File: config.mk
export PLATFORM = sky130hd
export DESIGN_NAME = seq_approx_rc_adder_flat
export DESIGN_NICKNAME = d
export VERILOG_FILES = /design/src/rtl/seq_approx_rc_adder_if.sv /design/src/rtl/seq_approx_rc_adder.sv /design/src/flat_wrapper.sv
export SDC_FILE = /design/constraint.sdc
export NUM_CORES = 1
export LEC_CHECK = 0
export CAP_MARGIN = 30
export CORE_UTILIZATION = 54
export DETAILED_ROUTE_END_ITERATION = 7
export MAX_ROUTING_LAYER = met4
export PLACE_DENSITY = 0.85
export SLEW_MARGIN = 5
export SYNTH_ARGS = -nofsm -noshare
export SYNTH_HDL_FRONTEND = slang
export SYNTH_SLANG_ARGS = --single-unit
File: constraint.sdc
create_clock -name clk -period 4.8 [get_ports clk]
set_input_delay 0.96 -clock clk [delete_from_list [all_inputs] [get_ports clk]]
set_output_delay 0.96 -clock clk [all_outputs]
set_load 0.01 [all_outputs]
File: src/rtl/seq_approx_rc_adder_if.sv
// Operand/result handshake bundle for seq_approx_rc_adder.
// The master drives operands and result acceptance. The slave is the adder itself.
interface seq_approx_rc_adder_if #(
  parameter int WIDTH = 16
);
  logic             in_valid;
  logic             in_ready;
  logic [WIDTH-1:0] IN1;
  logic [WIDTH-1:0] IN2;
  logic             out_valid;
  logic             out_ready;
  logic [WIDTH:0]   Out;
  logic [WIDTH:0]   Exact;
  logic             err_flag;

  modport master (
    output in_valid, IN1, IN2, out_ready,
    input  in_ready, out_valid, Out, Exact, err_flag
  );

  modport slave (
    input  in_valid, IN1, IN2, out_ready,
    output in_ready, out_valid, Out, Exact, err_flag
  );
endinterface

File: src/rtl/seq_approx_rc_adder.sv
// Multi-cycle approximate ripple-carry adder. Each cycle it computes CHUNK bits through a
// truth-table-defined cell and through an exact adder, and flags the result when the two differ.
module seq_approx_rc_adder #(
  parameter int         WIDTH       = 16,
  parameter int         CHUNK       = 4,
  parameter int         APPROX_BITS = 15,
  parameter logic [7:0] SUM_TT      = 8'd42,
  parameter logic [7:0] COUT_TT     = 8'd255
) (
  input logic clk,
  input logic rst,
  seq_approx_rc_adder_if.slave bus
);
  localparam int N     = WIDTH / CHUNK;
  localparam int CNT_W = (N > 1) ? $clog2(N) : 1;

  if (CHUNK < 1 || WIDTH % CHUNK != 0) begin : g_bad_chunk
    $error("seq_approx_rc_adder: WIDTH must be a positive multiple of CHUNK");
  end
  if (APPROX_BITS < 0 || APPROX_BITS > WIDTH) begin : g_bad_approx
    $error("seq_approx_rc_adder: APPROX_BITS must lie in 0..WIDTH");
  end

  typedef enum logic [1:0] {
    IDLE = 2'd0,
    RUN  = 2'd1,
    DONE = 2'd2
  } state_t;

  // Table bit 7 holds the output for XYZ=000, bit 0 the output for XYZ=111.
  function automatic logic tt_lookup(input logic [7:0] tt, input logic x, input logic y,
                                     input logic z);
    tt_lookup = tt[3'd7 - {x, y, z}];
  endfunction

  // Ripples one chunk through approximate or exact cells by absolute bit position.
  function automatic logic [CHUNK:0] approx_chunk(input logic [CHUNK-1:0] x,
                                                  input logic [CHUNK-1:0] y,
                                                  input logic cin, input int base);
    logic             c;
    logic [CHUNK-1:0] s;
    c = cin;
    s = {CHUNK{1'b0}};
    for (int j = 0; j < CHUNK; j++) begin
      if (base + j < APPROX_BITS) begin
        s[j] = tt_lookup(SUM_TT, x[j], y[j], c);
        c    = tt_lookup(COUT_TT, x[j], y[j], c);
      end else begin
        s[j] = x[j] ^ y[j] ^ c;
        c    = (x[j] & y[j]) | (x[j] & c) | (y[j] & c);
      end
    end
    approx_chunk = {c, s};
  endfunction

  state_t           state_r;
  logic [CNT_W-1:0] cnt_r;
  logic [WIDTH-1:0] a_r;
  logic [WIDTH-1:0] b_r;
  logic             carry_app_r;
  logic             carry_ex_r;
  logic [WIDTH:0]   out_r;
  logic [WIDTH:0]   exact_r;
  logic             err_r;
  logic             in_ready_r;
  logic             out_valid_r;

  logic [CHUNK:0]   app_chunk_s;
  logic [CHUNK:0]   ex_chunk_s;
  logic [WIDTH-1:0] out_shift_s;
  logic [WIDTH-1:0] exact_shift_s;

  // Operands are shifted down so the current chunk always sits in the low bits;
  // results shift in from the top so bit 0 lands in place after N cycles.
  always_comb begin
    app_chunk_s   = approx_chunk(a_r[CHUNK-1:0], b_r[CHUNK-1:0], carry_app_r,
                                 int'(cnt_r) * CHUNK);
    ex_chunk_s    = {1'b0, a_r[CHUNK-1:0]} + {1'b0, b_r[CHUNK-1:0]}
                  + {{CHUNK{1'b0}}, carry_ex_r};
    out_shift_s   = WIDTH'({app_chunk_s[CHUNK-1:0], out_r[WIDTH-1:0]} >> CHUNK);
    exact_shift_s = WIDTH'({ex_chunk_s[CHUNK-1:0], exact_r[WIDTH-1:0]} >> CHUNK);
  end

  // Control FSM with datapath registers and registered handshake outputs.
  always_ff @(posedge clk or posedge rst) begin
    if (rst) begin
      state_r     <= IDLE;
      cnt_r       <= {CNT_W{1'b0}};
      a_r         <= {WIDTH{1'b0}};
      b_r         <= {WIDTH{1'b0}};
      carry_app_r <= 1'b0;
      carry_ex_r  <= 1'b0;
      out_r       <= {(WIDTH+1){1'b0}};
      exact_r     <= {(WIDTH+1){1'b0}};
      err_r       <= 1'b0;
      in_ready_r  <= 1'b1;
      out_valid_r <= 1'b0;
    end else begin
      case (state_r)
        IDLE: begin
          if (bus.in_valid) begin
            a_r         <= bus.IN1;
            b_r         <= bus.IN2;
            carry_app_r <= 1'b0;
            carry_ex_r  <= 1'b0;
            cnt_r       <= {CNT_W{1'b0}};
            err_r       <= 1'b0;
            in_ready_r  <= 1'b0;
            state_r     <= RUN;
          end else begin
            in_ready_r  <= 1'b1;
          end
        end
        RUN: begin
          a_r         <= a_r >> CHUNK;
          b_r         <= b_r >> CHUNK;
          carry_app_r <= app_chunk_s[CHUNK];
          carry_ex_r  <= ex_chunk_s[CHUNK];
          cnt_r       <= cnt_r + CNT_W'(1);
          if (cnt_r == CNT_W'(N - 1)) begin
            out_r       <= {app_chunk_s[CHUNK], out_shift_s};
            exact_r     <= {ex_chunk_s[CHUNK], exact_shift_s};
            err_r       <= {app_chunk_s[CHUNK], out_shift_s} != {ex_chunk_s[CHUNK], exact_shift_s};
            out_valid_r <= 1'b1;
            state_r     <= DONE;
          end else begin
            out_r[WIDTH-1:0]   <= out_shift_s;
            exact_r[WIDTH-1:0] <= exact_shift_s;
          end
        end
        DONE: begin
          if (bus.out_ready) begin
            out_valid_r <= 1'b0;
            in_ready_r  <= 1'b1;
            state_r     <= IDLE;
          end else begin
            out_valid_r <= 1'b1;
          end
        end
        default: begin
          out_valid_r <= 1'b0;
          in_ready_r  <= 1'b1;
          state_r     <= IDLE;
        end
      endcase
    end
  end

  assign bus.in_ready  = in_ready_r;
  assign bus.out_valid = out_valid_r;
  assign bus.Out       = out_r;
  assign bus.Exact     = exact_r;
  assign bus.err_flag  = err_r;
endmodule
File: src/flat_wrapper.sv
// flat-port wrapper written by rule: the top's interface ports become plain ports
module seq_approx_rc_adder_flat 
#(
  parameter int         WIDTH       = 16,
  parameter int         CHUNK       = 4,
  parameter int         APPROX_BITS = 15,
  parameter logic [7:0] SUM_TT      = 8'd42,
  parameter logic [7:0] COUT_TT     = 8'd255
)
  (clk, rst, bus_in_valid, bus_IN1, bus_IN2, bus_out_ready, bus_in_ready, bus_out_valid, bus_Out, bus_Exact, bus_err_flag);
  seq_approx_rc_adder_if #(.WIDTH(WIDTH)) bus_i ();
  input logic clk;
  input logic rst;
  input wire logic [$bits(bus_i.in_valid)-1:0] bus_in_valid;
  input wire logic [$bits(bus_i.IN1)-1:0] bus_IN1;
  input wire logic [$bits(bus_i.IN2)-1:0] bus_IN2;
  input wire logic [$bits(bus_i.out_ready)-1:0] bus_out_ready;
  output wire logic [$bits(bus_i.in_ready)-1:0] bus_in_ready;
  output wire logic [$bits(bus_i.out_valid)-1:0] bus_out_valid;
  output wire logic [$bits(bus_i.Out)-1:0] bus_Out;
  output wire logic [$bits(bus_i.Exact)-1:0] bus_Exact;
  output wire logic [$bits(bus_i.err_flag)-1:0] bus_err_flag;
  assign bus_i.in_valid = bus_in_valid;
  assign bus_i.IN1 = bus_IN1;
  assign bus_i.IN2 = bus_IN2;
  assign bus_i.out_ready = bus_out_ready;
  assign bus_in_ready = bus_i.in_ready;
  assign bus_out_valid = bus_i.out_valid;
  assign bus_Out = bus_i.Out;
  assign bus_Exact = bus_i.Exact;
  assign bus_err_flag = bus_i.err_flag;
  seq_approx_rc_adder #(.WIDTH(WIDTH), .CHUNK(CHUNK), .APPROX_BITS(APPROX_BITS), .SUM_TT(SUM_TT), .COUT_TT(COUT_TT)) u_core (.clk(clk), .rst(rst), .bus(bus_i));
endmodule
# Yosys cells after proc, flatten, opt, wreduce, memory -nomap -nowiden
# Memories as Yosys holds them, arrays and structs flattened.
# Cells that the tools add are included.
[word_totals]
wordCells = 121
memories = 8
rom_bits = 64
in_bits = 36
out_inout_bits = 37
ff_bits = 75
[op_classes]
order_cmp = 8
n_reduce_logical = 8
n_eq_ne = 7
addsub = 10
n_mux = 37
n_bitwise = 30
[memory_table]
columns = ["memory", "depth", "word_bits", "read_ports", "rd_clocked_by_memory_dff", "wr", "line_no", "rtl"]
rows = [
  ["(name not given)", 8, 1, 1, 0, 0, "seq_approx_rc_adder.sv:33", "tt_lookup = tt[3'd7 - {x, y, z}];"],
  ["(name not given)", 8, 1, 1, 0, 0, "seq_approx_rc_adder.sv:33", ""],
  ["(name not given)", 8, 1, 1, 0, 0, "seq_approx_rc_adder.sv:33", ""],
  ["(name not given)", 8, 1, 1, 0, 0, "seq_approx_rc_adder.sv:33", ""],
  ["(name not given)", 8, 1, 1, 0, 0, "seq_approx_rc_adder.sv:33", ""],
  ["(name not given)", 8, 1, 1, 0, 0, "seq_approx_rc_adder.sv:33", ""],
  ["+2 memories", "n/a", "n/a", "n/a", "n/a", "n/a", "n/a", ""],
]
[op_table]
columns = ["op", "count"]
rows = [
  ["$lt A32 B5 Y1 const B", 3],
  ["$pmux W16 S2", 2],
  ["$mux W16", 2],
  ["$mux W1", 22],
  ["$ne A17 B17 Y1", 1],
  ["$lt A3 B4 Y1 const B", 4],
  ["$and A1 B1 Y1", 12],
  ["$sub A3 B3 Y3 const A", 4],
  ["$add A4 B2 Y5 const B", 2],
  ["$mux W2", 4],
  ["$or A1 B1 Y1", 8],
  ["$reduce_and A2 Y1", 4],
  ["$xor A1 B1 Y1", 8],
  ["$pmux W1 S2", 3],
  ["$pmux W1 S3", 2],
  ["$pmux W2 S3", 1],
  ["$reduce_and A3 Y1", 2],
  ["$add A4 B1 Y5 const B", 1],
  ["$add A4 B4 Y5", 1],
  ["$add A5 B1 Y5", 1],
  ["$eq A2 B2 Y1 const B", 2],
  ["$lt A4 B4 Y1 const B", 1],
  ["$ne A2 B2 Y1 const B", 2],
  ["$pmux W2 S2", 1],
  ["other kinds (6)", 7],
]

# Longest topological paths before layout
[logic_depth]
depth_word = 19
mapped_depth = 7
mapped_depth_nobuf = 6

# Worst setup path after synthesis
# OpenSTA, ideal clock, no wires.
[synth_timing]
path_type = "register -> register"
start = "reg u_core.carry_ex_r"
end = "reg u_core.err_r, in the netlist u_core.bus.err_flag"
period_less_slack_ps = 2077
arrival_time_ps = 1953
required_time_ps = 4676
path_stages_with_launch = 7
n_path_buf = 0
setup_slack_ps = 2723
setup_ps = 124
path_cell_list = "dfrtp_1 -> fa_1 -> fa_1 -> a21o_1 -> a21oi_2 -> mux2i_1 -> o31a_1"
[synth_via]
elab_chain_cells = 4
[synth_lines]
columns = ["item", "line_no", "rtl"]
rows = [
  ["start, declared", "seq_approx_rc_adder.sv:61", "logic carry_ex_r;"],
  ["start signal, assigned", "seq_approx_rc_adder.sv:118", "carry_ex_r <= ex_chunk_s[CHUNK];"],
  ["$add A5 B1 Y5", "seq_approx_rc_adder.sv:79", "+ {{CHUNK{1'b0}}, carry_ex_r};"],
  ["$ne A17 B17 Y1", "seq_approx_rc_adder.sv:123", "err_r <= {app_chunk_s[CHUNK], out_shift_s} != {ex_chunk_s[CHUNK], exact_shift_s};"],
  ["$mux W1", "seq_approx_rc_adder.sv:120", "if (cnt_r == CNT_W'(N - 1)) begin"],
  ["$pmux W1 S2", "seq_approx_rc_adder.sv:99", "case (state_r)"],
  ["end signal, assigned", "seq_approx_rc_adder.sv:123", ""],
  ["end, declared", "seq_approx_rc_adder.sv:64", "logic err_r;"],
]
# No other way between the ends. The select of a mux whose other input is x is not followed.
# A chain may end at the register's enable or synchronous reset.

# Final worst setup path
[layout_timing]
start = "reg u_core.state_r[1]"
end = "reg u_core.state_r[0]"
[layout_via]
elab_chain_cells = 3
elab_cells_between_ends = 8
cone_classes = "eq/ne: 5; mux: 1; reduce/logical: 2"
[layout_lines]
columns = ["item", "line_no", "rtl"]
rows = [
  ["start, declared", "seq_approx_rc_adder.sv:56", "state_t state_r;"],
  ["start signal, assigned", "seq_approx_rc_adder.sv:87", "state_r <= IDLE;"],
  ["start signal, assigned", "seq_approx_rc_adder.sv:109", "state_r <= RUN;"],
  ["start signal, assigned", "seq_approx_rc_adder.sv:125", "state_r <= DONE;"],
  ["$eq A2 B1 Y1 (tied with other cells)", "seq_approx_rc_adder.sv:99", ""],
  ["$ne A2 B1 Y1 (no source line) / $ne A2 B2 Y1 (equally long branches)", "n/a", ""],
  ["$reduce_and A3 Y1 (no source line)", "n/a", ""],
]
# Parallel ways exist; a longest one is shown, timed or not.

==> metrics.cfg <==
[outcome]
status = finished, final reports clean

[timing]
rsz0062_at_grt = no
fin_crit_ns = 2.506
tns_ns = 0
slew_violations = 0
setup_viol = 0
fin_skew_ns = 0.006093
slew_headroom = 0.3922
hold_slack_ns = 0.4837
worstMarginPinSlew_ns = 0.9117
fmax_ghz = 0.3991
hold_violations = 0
post-route-period-util = 0.5220

[synth]
synth_seq_area_share = 0.5186
synthArstFlopShare = 1.000
ys_ff_latch = 67
synth.distinct_cells = 37
synthTopCellsByArea = dfrtp_1, mux2i_1, mux2_2
yosys_warnings = 0
avgSynthCellArea_um2 = 11.27
synth.largest_area_cell = dfrtp_1
synth_top_cell_area_share = 0.5104
ys.flop_type = dfrtp_1
synth.cell_area_mm2 = 0.003236
synthCells = 287
synth_edf_count = 0

[clocking]
cts_hold_buf = 0
post_cts_buffers = 0
clk_pin_slew_ns = 0.07
cts_tree = done
ctsResizeCount = 0
cts_buffer_depth = 2
cts-root-buf = clkbuf_8
clock_latency_ns = 0.34
numCtsBuffers = 9
htreeDepth = 3
cts_sinks = 67

[critical_path]
r2r-start = u_core.state_r[1]$_DFFE_PP0P_
path_max_fanout = 35
timing.setup.critical_path_class = register to register
critical_path_arrival_ns = 2.74
worstSetupEndpointType = register
crit_start = u_core.state_r[1]$_DFFE_PP0P_
worstSetupStartpointType = register
cp.required_ns = 5.03

[global_routing]
track_usage = 0.2280
grt_pass1_vias = 2267
grt_max_degree = 59
grt_overflow = 0
grt_pass1_wl_um = 10520
antenna_found_initial = 0

[pwr]
power.leakage_nw = 1.841
swShare = 0.3700
total_power_mw = 2.985
powerDensity_mw_per_mm2 = 729.9
combPwrFrac = 0.481
p_int_mw = 1.880
peakVddDrop_mv = 0.4052
power_frac_seq = 0.342
switchingPower_mw = 1.104
p_clk_frac = 0.177

[detailed_routing]
wirelength_um = 6146
viasPerCell = 5.416
wl_per_cell_um = 14.46
drtIter0Drc = 80
dr.pass1.iters = 4
via_count = 2302
drcViolationCount = 0
drtAntennaViolNets = 0

[layout]
final_cell_mix = dfrtp_1, clkdlybuf4s50_1, nand2_1
multi_input_comb_area_mm2 = 0.001401
regArea_mm2 = 0.001678
fin_nets = 394
final_common_cell = dfrtp_1
n_fill_cell = 411
antenna_cells = 0
fin_area_mm2 = 0.004089
area_delta_synth_final_pct = 26.37
drive_gt1_frac = 0.1303
finalCoreUtilization = 0.7248

[placed_design]
dp_hpwl_um = 4341
port_buffers = 64
gp_congestion = 0.7619
placed_area_mm2 = 0.003862

[floorplan]
initial_core_util = 0.5735
die_h_um = 79.41
fp.dieArea_mm2 = 0.006305
fp.coreArea_mm2 = 0.005642
die_width_um = 79.41
io_pins = 73
rows = 27

[min_path]
hp-start = u_core.b_r[5]$_DFFE_PP0P_
holdCritPathClass = register to register

[flow_run]
maxCapViolations = 0

[cell type report]
class,count,share of cell area
sequential,67,0.4103
multi-input combinational,195,0.3427
timing repair buffer,67,0.1622
clock buffer,11,0.03703
tap,72,0.02203
clock inverter,5,0.01836
inverter,8,0.007344
[Yosys cell counts, drive strengths merged, types with 2 or more instances]
cell     n
clkbuf   6
nor4     2
a22o     5
ha       8
nor2b    6
buf     18
nand2   34
nor3     3
mux2i   27
xor2     8
o21ai   32
a31oi    6
inv      8
a21oi    9
mux2    22
a32o     2
nand3b   2
dfrtp   66
a21o     2
nor2     9
fa       2
[power groups by stage]
stage               sequential (mW)  combinational [mW]  clock (mW)
detailed placement             1.03                1.44           0
CTS                            1.02                1.45       0.533
floorplan                      1.04                1.01           0
global route                   1.05                1.59       0.561
finish                         1.02                1.44       0.527
global placement               1.02                1.39           0
[layer usage]
layer / GRT usage / wire (um) / vias to the layer above / share of wire
li1: - / - / 1108 / -
met1: 0.2868 / 2816 / 1121 / 0.46
met2: 0.3517 / 2963 / 58 / 0.48
met3: 0.04800 / 222 / 15 / 0.036
met4: 0.1127 / 144 / 0 / 0.023
met5: - / 0 / - / 0
[worst max-delay path: stages (launching register included)]
cell and delay (ns):
dfrtp_1 0.41, inv_1 0.09, ha_2 0.78, buf_4 0.51, nor2b_1 0.32, nor2_1 0.07
a21oi_1 0.15, nor2_1 0.06
[final timing paths]
| check | slack, ns | cells past startpoint | end |
|---|---|---|---|
| setup / recovery | 2.29 | 7 | u_core.state_r[0]$_DFFE_PP0P_ |
| hold / removal | 0.48 | 2 | u_core.b_r[5]$_DFFE_PP0P_ |
| setup reg to reg | 2.29 | 7 | u_core.state_r[0]$_DFFE_PP0P_ |
| hold reg to reg | 0.48 | 2 | u_core.b_r[5]$_DFFE_PP0P_ |
| max in group asynchronous | 2.81 | 3 | u_core.bus.in_ready$_DFFE_PP1P_ |
| min in group asynchronous | 1.07 | 2 | u_core.bus.Exact[6]$_DFFE_PP0P_ |
[stage by stage]
step | setup WS [ns] | std cells
4_1_cts | 2.282 | 425
2_1_floorplan | 2.159 | 294
6_report | 2.294 | 425
3_5_place_dp | 2.031 | 409
5_1_grt | 2.078 | 425
3_3_place_gp | 2.106 | 409
[cell families after synthesis]
family,count (synthesis),synth area share
flops,67,0.5186
xor+xnor,9,0.02436
compound gates,60,0.1106
simple gates,59,0.08082
mux,49,0.1613
buf+inv,32,0.05993
fa+ha+maj,10,0.04331
other cells,1,0.001159
[registers in the layout, summed over array words and instances (netlist names), 2 cells and up]
signal            flops
u_core.cnt_r          2
u_core.state_r        2
u_core.a_r           16
u_core.bus.Out        9
u_core.bus.Exact     17
u_core.b_r           16
(Power assumes the default switching activity.)
